## src/rtl/lab1_imul_mul_arbiter_pkg.sv

```systemverilog
// Shared types and widths for the multiplier arbiter: FSM encoding and
// request/response message sizes.
package lab1_imul_mul_arbiter_pkg;

  typedef enum logic {
    IDLE = 1'b0,
    WAIT = 1'b1
  } arb_state_e;

  localparam int REQ_NBITS  = 64;
  localparam int RESP_NBITS = 32;

endpackage

```

## src/rtl/lab1_imul_rr_grant.sv

```systemverilog
// Combinational round-robin grant: picks the first asserted request at or
// after prio_ptr, wrapping modulo p_nreqs.
module lab1_imul_rr_grant #(
  parameter  int p_nreqs     = 4,
  localparam int p_idx_nbits = $clog2(p_nreqs)
) (
  input  logic [p_nreqs-1:0]      reqs,
  input  logic [p_idx_nbits-1:0]  prio_ptr,
  output logic [p_idx_nbits-1:0]  gnt_idx,
  output logic                    any_req
);

  localparam int SW = p_idx_nbits + 1;

  logic [p_idx_nbits-1:0] cand_idx [p_nreqs];
  logic [p_nreqs-1:0]     cand_val;

  // cand_idx[gi] is the port visited gi steps after the pointer
  for (genvar gi = 0; gi < p_nreqs; gi++) begin : g_rot
    logic [SW-1:0] sum;
    assign sum           = {1'b0, prio_ptr} + SW'(gi);
    assign cand_idx[gi]  = (sum >= SW'(p_nreqs)) ? p_idx_nbits'(sum - SW'(p_nreqs))
                                                 : sum[p_idx_nbits-1:0];
    assign cand_val[gi]  = reqs[cand_idx[gi]];
  end

  assign any_req = |reqs;

  // Scan from the far end so the candidate closest to the pointer wins
  always_comb begin
    gnt_idx = '0;
    for (int k = p_nreqs - 1; k >= 0; k--) begin
      if (cand_val[k]) gnt_idx = cand_idx[k];
    end
  end

endmodule

```

## src/rtl/lab1_imul_mul_arbiter.sv

```systemverilog
// Shares one iterative multiplier among p_nreqs requesters, one transaction
// in flight, round-robin issue and owner-steered responses.
module lab1_imul_mul_arbiter
  import lab1_imul_mul_arbiter_pkg::*;
#(
  parameter  int p_nreqs     = 4,
  localparam int p_idx_nbits = $clog2(p_nreqs)
) (
  input  logic                           clk,
  input  logic                           reset,
  input  logic [p_nreqs-1:0]             req_val,
  output logic [p_nreqs-1:0]             req_rdy,
  input  logic [p_nreqs*REQ_NBITS-1:0]   req_msg,
  output logic [p_nreqs-1:0]             resp_val,
  input  logic [p_nreqs-1:0]             resp_rdy,
  output logic [RESP_NBITS-1:0]          resp_msg,
  output logic                           mul_req_val,
  input  logic                           mul_req_rdy,
  output logic [REQ_NBITS-1:0]           mul_req_msg,
  input  logic                           mul_resp_val,
  output logic                           mul_resp_rdy,
  input  logic [RESP_NBITS-1:0]          mul_resp_msg
);

  arb_state_e             state_reg,    state_next;
  logic [p_idx_nbits-1:0] owner_reg,    owner_next;
  logic [p_idx_nbits-1:0] prio_ptr_reg, prio_ptr_next;

  logic [p_idx_nbits-1:0] gnt_idx;
  logic                   any_req;
  logic [REQ_NBITS-1:0]   req_msg_arr [p_nreqs];

  for (genvar gi = 0; gi < p_nreqs; gi++) begin : g_unpack
    assign req_msg_arr[gi] = req_msg[gi*REQ_NBITS +: REQ_NBITS];
  end

  lab1_imul_rr_grant #(.p_nreqs(p_nreqs)) u_grant (
    .reqs     (req_val),
    .prio_ptr (prio_ptr_reg),
    .gnt_idx  (gnt_idx),
    .any_req  (any_req)
  );

  assign mul_req_msg = req_msg_arr[gnt_idx];
  assign resp_msg    = mul_resp_msg;

  always_ff @(posedge clk) begin
    if (reset) begin
      state_reg    <= IDLE;
      owner_reg    <= '0;
      prio_ptr_reg <= '0;
    end else begin
      state_reg    <= state_next;
      owner_reg    <= owner_next;
      prio_ptr_reg <= prio_ptr_next;
    end
  end

  always_comb begin
    state_next    = state_reg;
    owner_next    = owner_reg;
    prio_ptr_next = prio_ptr_reg;
    req_rdy       = '0;
    resp_val      = '0;
    mul_req_val   = 1'b0;
    mul_resp_rdy  = 1'b0;

    unique case (state_reg)
      IDLE: begin
        mul_req_val      = any_req;
        req_rdy[gnt_idx] = mul_req_rdy;
        if (any_req && mul_req_rdy) begin
          owner_next    = gnt_idx;
          prio_ptr_next = (gnt_idx == p_idx_nbits'(p_nreqs - 1)) ? '0 : gnt_idx + 1'b1;
          state_next    = WAIT;
        end
      end
      WAIT: begin
        resp_val[owner_reg] = mul_resp_val;
        mul_resp_rdy        = resp_rdy[owner_reg];
        if (mul_resp_val && resp_rdy[owner_reg]) state_next = IDLE;
      end
    endcase

    // Handshake outputs are held quiet for the whole reset cycle
    if (reset) begin
      req_rdy      = '0;
      resp_val     = '0;
      mul_req_val  = 1'b0;
      mul_resp_rdy = 1'b0;
    end
  end

endmodule

```

## config.mk

```make
export PLATFORM = sky130hd
export DESIGN_NAME = lab1_imul_mul_arbiter
export DESIGN_NICKNAME = d
export VERILOG_FILES = /design/src/rtl/lab1_imul_mul_arbiter_pkg.sv /design/src/rtl/lab1_imul_rr_grant.sv /design/src/rtl/lab1_imul_mul_arbiter.sv
export SDC_FILE = /design/constraint.sdc
export NUM_CORES = 1
export LEC_CHECK = 0
export ABC_AREA = 1
export BUFFER_PORTS_ARGS = -buffer_cell sky130_fd_sc_hd__buf_2
export CAP_MARGIN = 10
export CORE_AREA = 2 2 156 158
export CTS_BUF_LIST = sky130_fd_sc_hd__clkbuf_4
export CTS_CLUSTER_SIZE = 10
export DETAILED_ROUTE_END_ITERATION = 12
export DIE_AREA = 0 0 158 160
export PLACE_DENSITY_LB_ADDON = 0.3
export SLEW_MARGIN = 20
export SYNTH_ARGS = -nofsm -noshare
export SYNTH_HDL_FRONTEND = slang
export SYNTH_HIERARCHICAL = 1
export SYNTH_SLANG_ARGS = --single-unit
```

## constraint.sdc

```tcl
create_clock -name clk -period 2.2 [get_ports clk]
set_input_delay 0.44 -clock clk [delete_from_list [all_inputs] [get_ports clk]]
set_output_delay 0.44 -clock clk [all_outputs]
set_load 0.05 [all_outputs]
```

==> metrics.txt, run 1 <==
synth top area cells=nor2_1, o21ai_0, o22ai_1; area leader, netlist=nor2_1; P_leak=0.00316 uW; min Tclk post-route=2.64 ns; DR pass1 iterations=4; top cell family by delay on the critical path=buffers and inverters; routed via count=4980; Post-Syn Instances=501; CP max stage delay=0.42 ns; Crit Path Category=reg2out; Hold Crit Start=reset; TNS Setup=-25.21 ns; Synth Warn #=6; FP Rows=57; Post-Route Skew=0.00190 ns; Crit-path slowest cell=dfxtp_4; CTS tree=built; 1st-iter DRT viols=147; flop2flop setup slack=0.20 ns; Worst EP arrival=2.20 ns; TritonCTS Buffers=3; failing checks=negative setup slack; antenna violations before repair=0; HPWL after DPL=13.2 mm; mux share of post-synthesis cell area=0%; vias in the first global route=5037; # fillers=2603; adder-cell share of the synthesized area=1.94%; DIE AREA=25300 um^2; clock-pin slew on the worst setup and hold paths=0.05 ns; max-slew violations=0; Post-Synth XOR/XNOR Area=0%; synthesized area=2580 um^2; worst path required time=1.76 ns; Fmax=378 MHz; width of the chip=158 um; Tcrit/Tclk final=120%; core area=23800 um^2; wire per inst=15.8 um; Die H=160 um; global route overflow=0; Yosys cell types=20; clock sinks=5; Slew HR=77.1%; peak supply drop=0.000806 V; Seq/Total Area, Yosys=3.88%; Pwr Density=1940 nW/um^2; fin nets=1160; worst slack at placement=-0.504 ns; syn_area_per_cell=5.15 um^2; CTS root buffer=clkbuf_4; RR Endpoint=prio_ptr_reg[1]; Clock Tree Buf Depth=2; Worst Hold Depth=2; total track usage=13.0%; Storage cell area=108 um^2; H-tree levels=1; CP startpoint kind=flop; Crit Reg-Reg Startpoint=prio_ptr_reg[1]; Worst Hold End=prio_ptr_reg[0]; Worst-Margin Slew=0.340 ns; share of the synthesized area in the top cell type=20.2%; status=finished, violations left; CP max FO=9; worst r2r path cells=13; GPL Wtd Cong=0.803; Synth Net Count=805; RSZ-0062 raised after global routing=true; Post-Synth Simple-Gate Area=30.1%; multi-input combinational cell area=3440 um^2; cell repeated most along the worst path=buf_4; Max Cap Viol=0; setup ws final=-0.442 ns; Util after Layout=30.9%; Starting Density=10.8%; Top Ports=406; hold crit path type=in2reg; drt drc=0; port buffer count=341; CP Cell Sequence=inv_8 -> buf_4 -> buf_4 -> buf_4 -> nand2_2 -> nand2_4 -> inv_8 -> buf_12 -> clkbuf_16 -> o21ai_1 -> o22ai_4 -> buf_6; largest net degree at the start of global routing=28; first-pass GRT wire length=25.8 mm; layout cell share with drive strength beyond 1=75.8%; largest family of logic cells by synthesized area=compound AO/OA/AOI/OAI gates; Pwr Total=14300 uW; DR vias/cell=4.22; CP Capture Type=primary output; ANT cells=0; Final Setup Violations=68; Final ANT Viol Nets=0; Synth Register Bits=5; Compound-Gate Fraction of Synth Area=41.7%; Syn-to-layout area delta=185%; WL final=18.6 mm; WP buf/inv=8; final hold violation count=0; clk_lat worst skew=0.24 ns
==> cells in the final DEF, fill, tap and decap left out, types with 3 or more instances in the layout <==
master	instances
a21oi_1	3
buf_12	11
buf_16	12
buf_2	273
buf_4	50
buf_6	69
buf_8	4
clkbuf_16	5
clkbuf_4	4
dfxtp_1	3
inv_1	5
inv_2	5
inv_4	3
nand2_1	28
nand2_2	15
nand2_4	4
nand3_1	9
nor2_1	75
nor2_2	46
nor2_4	18
nor3_1	4
o21ai_0	16
o21ai_1	61
o21ai_2	41
o21ai_4	14
o22ai_4	64
==> layout make-up <==
type | instances | area share, %
flip-flops and latches | 5 | 1.46
well taps | 324 | 5.51
clock buffers | 4 | 0.408
inverters | 18 | 1.68
multi-input cells | 404 | 46.7
repair buffers | 424 | 44.2
==> logic make-up after synthesis <==
group                      count (synthesis)
and+or+nand+nor                          201
AOI/OAI and AO/OA                        199
buffers and inverters                     92
DFF                                        5
adders and majority gates                  4
==> layer usage <==
layer | part of all wire [%] | vias up | global-route usage (%)
li1 | - | 2429 | -
met1 | 39 | 2305 | 14.2
met2 | 53 | 220 | 25.8
met3 | 6.5 | 26 | 1.98
met4 | 1.7 | 0 | 2.58
met5 | 0 | - | 0
==> repair_timing <==
item / in CTS / in global routing
resized for setup: 278 / 113
hold buffers: 0 / 0
buffers inserted: 9 / 1
pin swaps: 8 / 2
cloned: 8 / 5
setup endpoints to repair: 68 / 68
==> worst max-delay path by stage <==
stage	start	to	slack [ns]	cells after the start
after global placement	req_val[3]	mul_req_msg[37]	-0.51	16
after global routing	prio_ptr_reg[0]	mul_req_msg[40]	-0.55	14
after CTS	prio_ptr_reg[0]	mul_req_msg[29]	-0.46	15
final	prio_ptr_reg[0]	mul_req_msg[36]	-0.44	12
after detailed placement	req_val[3]	mul_req_msg[63]	-0.50	16
after floorplan	req_val[3]	mul_req_msg[44]	-0.09	16
==> report_power, final <==
part	internal, uW	switching (uW)	leakage [uW]
Combinational	5880	8170	0.00310
Sequential	111	30.6	0.0000427
Clock	80.9	38.7	0.0000184
==> cells in the mapped netlist <==
| cell | number |
|---|---|
| a21oi_1 | 3 |
| buf_2 | 9 |
| buf_4 | 35 |
| buf_6 | 10 |
| buf_8 | 1 |
| clkbuf_1 | 19 |
| dfxtp_1 | 5 |
| ha_1 | 4 |
| inv_1 | 12 |
| inv_2 | 5 |
| inv_4 | 1 |
| nand2_1 | 46 |
| nand2_2 | 1 |
| nand3_1 | 10 |
| nand4_1 | 1 |
| nor2_1 | 139 |
| nor3_1 | 4 |
| o21ai_0 | 97 |
| o21ai_1 | 35 |
| o22ai_1 | 64 |
==> stage by stage <==
stage / instance area, um^2 / hold WS, ns / instances
2_1_floorplan: 3640 / 0.499 / 501
3_3_place_gp: 5810 / 0.511 / 1152
3_5_place_dp: 5810 / 0.523 / 1152
4_1_cts: 6890 / 0.421 / 1173
5_1_grt: 7360 / 0.432 / 1179
6_report: 7360 / 0.431 / 1179
Note: power is estimated with default switching activity, not from simulation.
==> inputs of run 2 (changes only) <==
Settings changed: CTS_BUF_LIST sky130_fd_sc_hd__clkbuf_4 to sky130_fd_sc_hd__clkbuf_16.
==> run 2 against run 1 <==
Compared with the run above:
- the flow still finishes with violations (negative setup slack)
- critical path depth stayed put
- sequential cell count stayed put
- combinational power hardly changed
- worst setup slack better by 0.022 ns
- cell count stayed put
- utilization is 0.15 points higher
- global-route usage hardly changed
- first-iteration DRC count is 26% higher
- register-to-register slack hardly changed
- sequential share of layout area hardly changed
- clock skew is 0.0016 ns lower
- critical endpoint unchanged
==> metrics.txt, run 2 (synthesized netlist as in run 1, its figures left out) <==
status=finished, violations left; failing checks=negative setup slack; TritonCTS Buffers=3; FP Rows=57; commonest cells after routing, fill and taps aside=buf_2, nor2_1, buf_6; post-route design area=7400 um^2; min Tclk post-route=2.62 ns; clk_lat worst skew=0.23 ns; DIE AREA=25300 um^2; antenna violations before repair=0; core area=23800 um^2; RSZ-0062 raised after global routing=true; # fillers=2598; Hold Crit Start=reset; Util after Layout=31.1%; Worst EP arrival=2.18 ns; routed via count=4992; setup ws final=-0.421 ns; Post-Route Skew=0.000314 ns; hold-fix buffers at CTS=0; CP max stage delay=0.41 ns; WL final=18.6 mm; first-pass GRT wire length=25.8 mm; Syn-to-layout area delta=187%; port buffer count=341; clock sinks=5; Top Ports=406; global route overflow=0; DR pass1 iterations=4; Final Setup Violations=68; hold crit path type=in2reg; Worst-Margin Slew=0.343 ns; TNS Setup=-23.75 ns; CP Capture Type=primary output; Final ANT Viol Nets=0; P_leak=0.00319 uW; CTS tree=built; width of the chip=158 um; clock-pin slew on the worst setup and hold paths=0.03 ns; worst slack at placement=-0.504 ns; Crit Path Category=reg2out; layout cell share with drive strength beyond 1=75.3%; Starting Density=10.8%; 1st-iter DRT viols=185; H-tree levels=1; commonest non-fill, non-tap cell in the layout=buf_2; final non-filler cell total=1179; CP Cell Sequence=inv_8 -> buf_4 -> buf_4 -> buf_4 -> nand2_2 -> nand2_4 -> inv_8 -> buf_12 -> clkbuf_16 -> o21ai_1 -> o22ai_4 -> buf_6; WP buf/inv=8; Clock Tree Buf Depth=2; Max Cap Viol=0; Crit Reg-Reg Startpoint=prio_ptr_reg[0]; drt drc=0; total track usage=13.0%; peak supply drop=0.000805 V; CP startpoint kind=flop; HPWL after DPL=13.2 mm; Pwr Density=1960 nW/um^2; DP Area=5810 um^2; fin nets=1160; ANT cells=0; top cell family by delay on the critical path=buffers and inverters; wire per inst=15.8 um; cell repeated most along the worst path=buf_4; Worst Setup SP=prio_ptr_reg[0]; DR vias/cell=4.23; max-slew violations=0; GPL Wtd Cong=0.803; Tcrit/Tclk final=119%; CP max FO=9; CTS root buffer=clkbuf_16; final hold violation count=0; Die H=160 um; Crit-path slowest cell=dfxtp_4; Inst Count DP=1152; Fmax=382 MHz; worst path required time=1.76 ns; largest net degree at the start of global routing=28; vias in the first global route=5034; Slew HR=76.9%
## run 2: timing repair
action	CTS	global route
setup buffers	9	1
cloned	8	5
pin swaps	8	2
gates resized for setup	278	108
endpoints found under the setup margin	68	68
## run 2: per-stage QoR
| stage | total power [uW] | hold slack [ns] |
|---|---|---|
| floorplan | 8250 | 0.499 |
| global placement | 10700 | 0.511 |
| detailed placement | 10700 | 0.523 |
| CTS | 13700 | 0.446 |
| global route | 15200 | 0.458 |
| finish | 14500 | 0.450 |
## run 2: metal layers
layer,vias up,track usage [%],wire length [um]
met5,-,0,0
met4,0,2.70,281
met3,24,1.98,1260
met2,225,25.8,9850
met1,2316,14.2,7230
li1,2427,-,-
## run 2: final timing paths
| kind | end | slack [ns] | cells after the start |
|---|---|---|---|
| setup / recovery | mul_req_msg[36] | -0.42 | 12 |
| setup reg to reg | prio_ptr_reg[1] | 0.21 | 12 |
| hold / removal | prio_ptr_reg[0] | 0.45 | 2 |
| hold reg to reg | prio_ptr_reg[1] | 0.55 | 2 |
## run 2: worst register-to-register path, cell delays in order, from the launching register on
cell and delay, ns:
dfxtp_4 0.41, inv_8 0.07, buf_4 0.13, buf_4 0.12, buf_4 0.12, nand2_2 0.07, nand2_4 0.06, inv_8 0.13
inv_16 0.09, buf_16 0.17, ha_4 0.24, o21ai_0 0.20, nor2_1 0.06
## run 2: final cells by class
class / instances / area, um^2 / share of cell area (%)
Timing Repair Buffer: 424 / 3250 / 44.0
Clock inverter: 1 / 3.75 / 0.0507
Multi-Input combinational cell: 404 / 3430 / 46.3
Sequential cell: 5 / 108 / 1.45
Inverter: 18 / 124 / 1.67
Tap cell: 324 / 405 / 5.48
Clock buffer: 3 / 75.1 / 1.01
## run 2: power by group
group          switching, uW  internal, uW  total [uW]
Combinational           8160          5870       14000
Clock                   59.6           235         295
Sequential              30.3           111         141
Total                   8250          6220       14500
==> inputs of run 3 (changes only) <==
Clock period 2.2 ns to 3.2 ns, I/O delays scaled along.
==> run 3 against run 2 <==
Compared with the run above:
- the run now ends clean
- non-clock buffer count down 58
- global-route usage down 2.2 points
- clock power down 31%
- clock-buffer cell count unchanged
- via count down 7.4%
- first-iteration DRC count up 12%
- hold slack better by 0.073 ns
- design area down 36%
- critical path type is now in2out
- largest cell class is now buffers
- largest power group unchanged
==> metrics.txt, run 3 (synthesized netlist as in run 1, its figures left out) <==
commonest non-fill, non-tap cell in the layout=buf_2; port buffer count=341; DR pass1 iterations=4; TritonCTS Buffers=3; Max Cap Viol=0; width of the chip=158 um; Post-Route Skew=0.00271 ns; first-pass GRT wire length=22.0 mm; Final ANT Viol Nets=0; DR vias/cell=4.12; total track usage=10.8%; Tcrit/Tclk final=94.8%; hold crit path type=reg2reg; Worst EP arrival=2.39 ns; GPL Wtd Cong=0.850; # fillers=2811; Worst-Margin Slew=0.284 ns; multi-input combinational cell area=1910 um^2; core area=23800 um^2; Final Setup Violations=0; Syn-to-layout area delta=84.7%; antenna violations before repair=0; Hold Crit Start=prio_ptr_reg[0]; RR Endpoint=prio_ptr_reg[1]; 1st-iter DRT viols=208; clk_lat worst skew=0.23 ns; drt drc=0; clock sinks=5; CTS tree=built; routed via count=4622; CP Capture Type=primary output; Pwr Total=6060 uW; Clock Tree Buf Depth=2; clock-pin slew on the worst setup and hold paths=0.03 ns; Top Ports=406; flop2flop setup slack=1.07 ns; min Tclk post-route=3.03 ns; largest net degree at the start of global routing=59; CP max FO=41; WL final=16.0 mm; final hold violation count=0; Starting Density=10.8%; peak supply drop=0.000490 V; global route overflow=0; commonest cells after routing, fill and taps aside=buf_2, nor2_1, o21ai_0; FP Rows=57; HPWL after DPL=11.9 mm; layout cell share with drive strength beyond 1=47.8%; Crit Reg-Reg Startpoint=prio_ptr_reg[1]; status=complete, no violations; wire per inst=14.3 um; worst hold slack=0.523 ns; fin nets=1102; max-slew violations=0; P_leak=0.00243 uW; Worst Hold End=prio_ptr_reg[0]; DIE AREA=25300 um^2; CTS root buffer=clkbuf_16; Worst Hold Depth=2; worst path required time=2.56 ns; Die H=160 um; Crit Path Category=in2out; Fmax=330 MHz; H-tree levels=1; vias in the first global route=4463; Slew HR=80.9%; ANT cells=0; worst r2r path cells=15; Pwr Density=1270 nW/um^2; CP startpoint kind=primary input; Storage cell area=101 um^2
## run 3: changes by cell type in the layout (fill, tap and decap cells not counted), moves of 44 or more
cell,before,now
nor2_1,78,139
o21ai_0,16,94
buf_6,69,4
o22ai_4,64,0
nor2_2,44,0
o22ai_1,0,63
## run 3: timing repair
item / CTS / global route
gates cloned: 1 / 4
setup endpoints to repair: 2 / 68
pin swaps: 0 / 0
buffers inserted: 0 / 1
hold buffers: 0 / 0
gates resized for setup: 2 / 58
## run 3: worst max-delay path by stage
stage	startpoint	to	slack (ns)	depth (start not counted)
2_1_floorplan	req_val[3]	mul_req_msg[13]	0.02	13
3_3_place_gp	req_val[3]	mul_req_msg[45]	-0.15	14
3_5_place_dp	req_val[1]	mul_req_msg[45]	-0.04	14
4_1_cts	req_val[2]	mul_req_msg[46]	0.005	17
5_1_grt	req_val[2]	mul_req_msg[27]	-0.009	15
6_report	req_val[2]	mul_req_msg[0]	0.17	14
## run 3: final cells by class
| cell class | count | share of cell area (%) |
|---|---|---|
| Sequential cell | 5 | 2.13 |
| Timing Repair Buffer | 366 | 45.7 |
| Clock buffer | 3 | 1.58 |
| Inverter | 18 | 1.79 |
| Multi-Input combinational cell | 404 | 40.2 |
| Clock inverter | 1 | 0.0788 |
| Tap cell | 324 | 8.51 |
## run 3: critical path, stage by stage
cell and delay [ns]:
buf_2 0.10, inv_1 0.09, nand2_1 0.06, nand2_1 0.09, nand2_2 0.05, nand2_1 0.07, nand3_1 0.08, nand3_1 0.08
nand2_2 0.11, inv_2 0.13, buf_12 0.20, o21ai_0 0.12, o22ai_1 0.24, clkbuf_4 0.30
## run 3: report_power, final
| part | internal, uW | total, uW | switching [uW] |
|---|---|---|---|
| combinational | 1700 | 5770 | 4070 |
| clock | 162 | 205 | 43.3 |
| sequential | 74.4 | 90.0 | 15.6 |
## run 3: layer usage
layer	track usage [%]	up-vias	share of wire, %
li1	-	2293	-
met1	12.1	2057	39
met2	20.1	244	49
met3	1.82	28	8.8
met4	3.85	0	2.6
met5	0	-	0
## run 3: metrics by stage
stage          cells  utilization, %  area [um^2]  worst slack, ns  setup TNS, ns
2_1_floorplan    501               -         2580           0.0234              0
3_3_place_gp    1111            18.6         4420           -0.150         -0.191
3_5_place_dp    1111            18.6         4420          -0.0377        -0.0377
4_1_cts         1116            19.1         4540          0.00542              0
5_1_grt         1121            20.0         4760         -0.00861        -0.0159
6_report        1121            20.0         4760            0.167              0
